===== config.mk =====
export PLATFORM = sky130hd
export DESIGN_NAME = arith_pipe_unit
export DESIGN_NICKNAME = d
export VERILOG_FILES = /design/src/rtl/arith_pkg.sv /design/src/rtl/arith_sat.sv /design/src/rtl/arith_pipe_unit.sv
export SDC_FILE = /design/constraint.sdc
export NUM_CORES = 1
export LEC_CHECK = 0
export CORE_MARGIN = 2
export CORE_UTILIZATION = 42
export DETAILED_ROUTE_END_ITERATION = 16
export HOLD_SLACK_MARGIN = 0.08
export SETUP_SLACK_MARGIN = 0.5
export SLEW_MARGIN = 20
export SYNTH_ARGS = -nofsm -noshare
export SYNTH_HDL_FRONTEND = slang
export SYNTH_SLANG_ARGS = --single-unit

===== constraint.sdc =====
create_clock -name clk -period 4.5 [get_ports clk]
set_input_delay 0.45 -clock clk [delete_from_list [all_inputs] [get_ports clk]]
set_output_delay 0.45 -clock clk [all_outputs]
set_load 0.005 [all_outputs]

===== src/rtl/arith_pkg.sv =====
// arith_pkg: opcode type and encodings shared by the arithmetic pipeline.
package arith_pkg;
    typedef logic [1:0] op_t;
    localparam op_t OP_ADD  = 2'd0;
    localparam op_t OP_SUB  = 2'd1;
    localparam op_t OP_HALF = 2'd2;
    localparam op_t OP_POLY = 2'd3;
endpackage


===== src/rtl/arith_sat.sv =====
// arith_sat: reduce a full-width natural result to OW bits by wrapping or clamping, flagging overflow.
module arith_sat #(
    parameter int FW  = 18,
    parameter int OW  = 17,
    parameter int SAT = 0
) (
    input  logic [FW-1:0] nat,
    input  logic          neg,
    output logic [OW-1:0] res,
    output logic          ovf
);
    localparam int XW = OW > FW ? OW : FW;
    logic [XW-1:0] ext;
    logic          big;
    always_comb begin
        // Negative differences are sign-extended so wrap mode yields the two's-complement value mod 2^OW.
        ext = neg ? ~XW'(~nat) : XW'(nat);
        big = ext > XW'({OW{1'b1}});
        ovf = neg || big;
        res = (neg && SAT != 0) ? '0 : (big && SAT != 0) ? '1 : ext[OW-1:0];
    end
endmodule


===== src/rtl/arith_pipe_unit.sv =====
// arith_pipe_unit: two-stage valid/ready unsigned ADD/SUB/HALF/POLY unit with wrap or saturate output.
module arith_pipe_unit
    import arith_pkg::*;
#(
    parameter int W     = 8,
    parameter int OW    = 2*W+1,
    parameter int SAT   = 0,
    parameter int CNT_W = 16
) (
    input  logic             clk,
    input  logic             rst,
    input  logic             in_valid,
    output logic             in_ready,
    input  op_t              in_op,
    input  logic [W-1:0]     in_a,
    input  logic [W-1:0]     in_b,
    output logic             out_valid,
    input  logic             out_ready,
    output logic [OW-1:0]    out_data,
    output logic             out_ovf,
    output logic [CNT_W-1:0] res_cnt
);
    localparam int FW = 2*W+2;
    logic           s1_v;
    op_t            s1_op;
    logic [W-1:0]   s1_a, s1_b, s1_half;
    logic [2*W-1:0] s1_sq;
    logic           s2_go, neg, ovf;
    logic [FW-1:0]  a_f, b_f, nat;
    logic [OW-1:0]  res;

    // S2 may load whenever it is empty or its result leaves this cycle.
    assign s2_go    = !out_valid || out_ready;
    assign in_ready = !rst && (!s1_v || s2_go);

    always_comb begin
        a_f = FW'(s1_a);
        b_f = FW'(s1_b);
        nat = s1_op == OP_ADD  ? a_f + b_f :
              s1_op == OP_SUB  ? b_f - a_f :
              s1_op == OP_HALF ? FW'(s1_half) :
                                 FW'(s1_half) + a_f + FW'(s1_sq);
        neg = s1_op == OP_SUB && s1_b < s1_a;
    end

    arith_sat #(.FW(FW), .OW(OW), .SAT(SAT)) u_sat (
        .nat (nat),
        .neg (neg),
        .res (res),
        .ovf (ovf)
    );

    always_ff @(posedge clk or posedge rst) begin
        if (rst) begin
            s1_v    <= 1'b0;
            s1_op   <= OP_ADD;
            s1_a    <= '0;
            s1_b    <= '0;
            s1_half <= '0;
            s1_sq   <= '0;
        end else if (in_ready) begin
            s1_v    <= in_valid;
            s1_op   <= in_op;
            s1_a    <= in_a;
            s1_b    <= in_b;
            s1_half <= in_a >> 1;
            s1_sq   <= (2*W)'(in_a) * (2*W)'(in_a);
        end
    end

    always_ff @(posedge clk or posedge rst) begin
        if (rst) begin
            out_valid <= 1'b0;
            out_data  <= '0;
            out_ovf   <= 1'b0;
        end else if (s2_go) begin
            out_valid <= s1_v;
            if (s1_v) begin
                out_data <= res;
                out_ovf  <= ovf;
            end
        end
    end

    always_ff @(posedge clk or posedge rst) begin
        if (rst) res_cnt <= '0;
        else if (out_valid && out_ready) res_cnt <= res_cnt + 1'b1;
    end
endmodule


==> flow_summary.toml <==
[yosys]
yosysSeqAreaShare_pct = 29.0
ys_async_sr_fraction_pct = 100
synth_ff_type = "dfrtp_1"
netlist_area_um2 = 5860
syn_area_per_cell_um2 = 8.84
synth_cell_types = 66
ys_warn_count = 0
ys_ff_latch = 68
syn_inst = 663
synth-edff-count = 0

[route]
drc = 0
drtIter0Drc = 355
drt-total-wl_mm = 13.9
post_drt_via_cell_ratio = 5.19
final_antenna_net_count = 0
vias = 4858
drtPass1Iterations = 4
wl_per_cell_um = 14.8

[die]
start_util_pct = 42.6
die_height_um = 122
core_area_um2 = 13800
ioPinCount = 58
die_w_um = 122
die_area_um2 = 14900
std_cell_rows = 43

[global_routing]
antenna_found_initial = 0
grt_pass1_vias = 4854
grt_util_met2_pct = 32.9
grt.busiest_layer = "met2"
use_met1_pct = 26.1
grt.total_usage_pct = 19.5
grt.overflow.total = 0
grt_pass1_wl_mm = 23.3
use_met3_pct = 2.43
grt_max_degree = 69

[clock_network]
clk_path_buf_depth = 2
h-tree-depth = 3
clkSinkCount = 68
cts_hold_buf = 0
clock_latency_ns = 0.33
clkTransAtPathRegs_ns = 0.06
cts_tree = "yes"
cts-buffers-inserted = 9
cts_root_buf = "clkbuf_16"

[place]
io_buffers = 57
place.gp.congestion = 0.850
dp_cells = 917
postPlaceCellArea_um2 = 6900
dp_hpwl_mm = 10.7

[cells_and_area]
fin_area_um2 = 7330
drive_gt1_share_pct = 14.4
n_antenna_cell = 0
area_delta_synth_final_pct = 25.0
final_util_pct = 53.2
nets = 865
fin_cells = 936

[critical_path]
critical_path_required_ns = 4.77
critPathCapture = "s1_sq[15]"
crit_path_end_kind = "flip-flop"
r2r-start = "s1_a[1]"
critPathArrivalTime_ns = 4.18
start_kind = "input port"
path_max_fanout = 7
rr_endpoint = "out_data[5]"
reg2reg_depth = 12
startpoint = "in_a[0]"
reg2reg_slack_ns = 1.56
criticalPathCategory = "in2reg"

[hold_path]
hp-class = "reg2reg"

[run]
maxCapViolCount = 0

[timing]
setup_viol = 0
rsz0062_at_grt = "true"
report.final.slew_viol_count = 0
slew_headroom_pct = 30.6
hold_ws_ns = 0.469
skew_ns = 0.00594
fin_crit_sh_pct = 86.9
fmax_mhz = 256
tightest_slew_ns = 1.04
period_minus_slack_ns = 3.91
hold_viol = 0

[outcome]
status = "completed"

[pwr]
ir_drop_v = 0.000188
power_density_nw_per_um2 = 506
power.leakage_uw = 0.00345
## worst min-delay path by stage
stage	startpoint	to	slack (ns)	cells past startpoint
2_1_floorplan	s1_sq[7]	s1_sq[7]	0.45	2
3_3_place_gp	out_data[2]	out_data[2]	0.46	2
3_5_place_dp	res_cnt[15]	res_cnt[15]	0.47	1
4_1_cts	res_cnt[15]	res_cnt[15]	0.48	1
5_1_grt	out_ovf	out_ovf	0.51	1
6_report	res_cnt[15]	res_cnt[15]	0.47	1
## layout by cell type (no fill, tap or decap), types with 4 or more instances in the layout
| master | count |
|---|---|
| a31oi_1 | 4 |
| clkdlybuf4s50_1 | 49 |
| buf_4 | 41 |
| and2_1 | 16 |
| ha_4 | 6 |
| nor2b_1 | 8 |
| o22ai_1 | 4 |
| fa_1 | 30 |
| o21a_1 | 4 |
| ha_1 | 52 |
| and3_1 | 6 |
| a211oi_1 | 4 |
| inv_2 | 8 |
| dfrtp_1 | 68 |
| clkbuf_2 | 6 |
| o21ai_0 | 38 |
| clkbuf_16 | 9 |
| inv_1 | 58 |
| nor4_1 | 4 |
| and2_4 | 5 |
| a21o_1 | 11 |
| nand2b_1 | 9 |
| a21oi_1 | 20 |
| nor2_1 | 27 |
| nand4_1 | 8 |
| or4_1 | 4 |
| nand3_1 | 16 |
| nor3_1 | 10 |
| xor2_1 | 8 |
| a221oi_1 | 4 |
| nand2_1 | 110 |
| xnor2_1 | 30 |
## cell usage after synthesis, types with 6 or more instances
master	count	share of area [%]
nand2_1	113	7.2
dfrtp_1	68	29
inv_1	66	4.2
ha_1	58	12
o21ai_0	40	3.4
fa_1	33	11
xnor2_1	31	4.6
nor2_1	28	1.8
a21oi_1	22	1.9
and2_1	21	2.2
nand3_1	16	1.4
clkbuf_1	14	0.90
a21o_1	11	1.4
nor3_1	10	0.85
xor2_1	10	1.5
nand2b_1	9	0.96
nand4_1	8	0.85
nor2b_1	8	0.85
and3_1	6	0.64
## flip-flops by register name, summed over array words and instances (netlist names)
signal and flops:
out_data 17, s1_sq 14, s1_op 2, out_valid 1
out_ovf 1, s1_v 1, s1_a 8, res_cnt 16
s1_b 8
## cells by family (layout without fill, tap and decap cells)
logic type / count (synthesis) / after routing / synth area share [%]
AO/OA/AOI/OAI: 124 / 124 / 13.8
XOR/XNOR: 41 / 41 / 6.13
adder cells (fa/ha/maj): 91 / 91 / 23.7
buffers and inverters: 89 / 181 / 5.98
flip-flops: 68 / 68 / 29.0
multiplexers: 7 / 7 / 1.49
other: 1 / 2 / 0.0640
AND/OR/NAND/NOR: 242 / 242 / 19.8
## final cells by class
type                       instances  area (um^2)
timing repair buffer              99          853
sequential                        68         1700
clock buffer                       9          225
tap                              180          225
clock inverter                     6         88.8
multi-input combinational        507         3980
inverter                          67          251
fill                            1323         6450
## repair_timing
item | in CTS | in global routing
resized for setup | 26 | 25
endpoints found under the hold margin | 0 | 0
endpoints found under the setup margin | 8 | 6
buffers inserted | 0 | 4
pin swaps | 15 | 10
cloned | 0 | 0
## critical path, cell delays in order
cell and delay (ns):
dlygate4sd2_1 0.24, buf_4 0.13, buf_4 0.15, and2_1 0.13
ha_1 0.19, fa_1 0.48, ha_4 0.29, fa_2 0.46
fa_2 0.40, a21o_1 0.23, a221oi_4 0.27, o21a_2 0.18
o31ai_2 0.06, or4_1 0.40, nand4_1 0.08
## per-stage QoR
step | worst slack (ns) | setup TNS [ns] | total power [uW]
floorplan | 0.379 | 0 | 2230
global placement | -0.168 | -0.346 | 2830
detailed placement | -0.246 | -0.771 | 2870
CTS | 0.450 | 0 | 3680
global route | 0.401 | 0 | 4040
finish | 0.592 | 0 | 3700
## where the power goes
part,switching [uW],total (uW),internal (uW)
Clock,269,751,482
Sequential,172,948,776
Combinational,983,2000,1020
## layer usage
metal | up-vias | share of wire (%) | routed length (um)
li1 | 2428 | - | -
met1 | 2314 | 46 | 6430
met2 | 98 | 48 | 6630
met3 | 18 | 4.2 | 582
met4 | 0 | 1.6 | 218
met5 | - | 0 | 0
(Power assumes the default switching activity.)
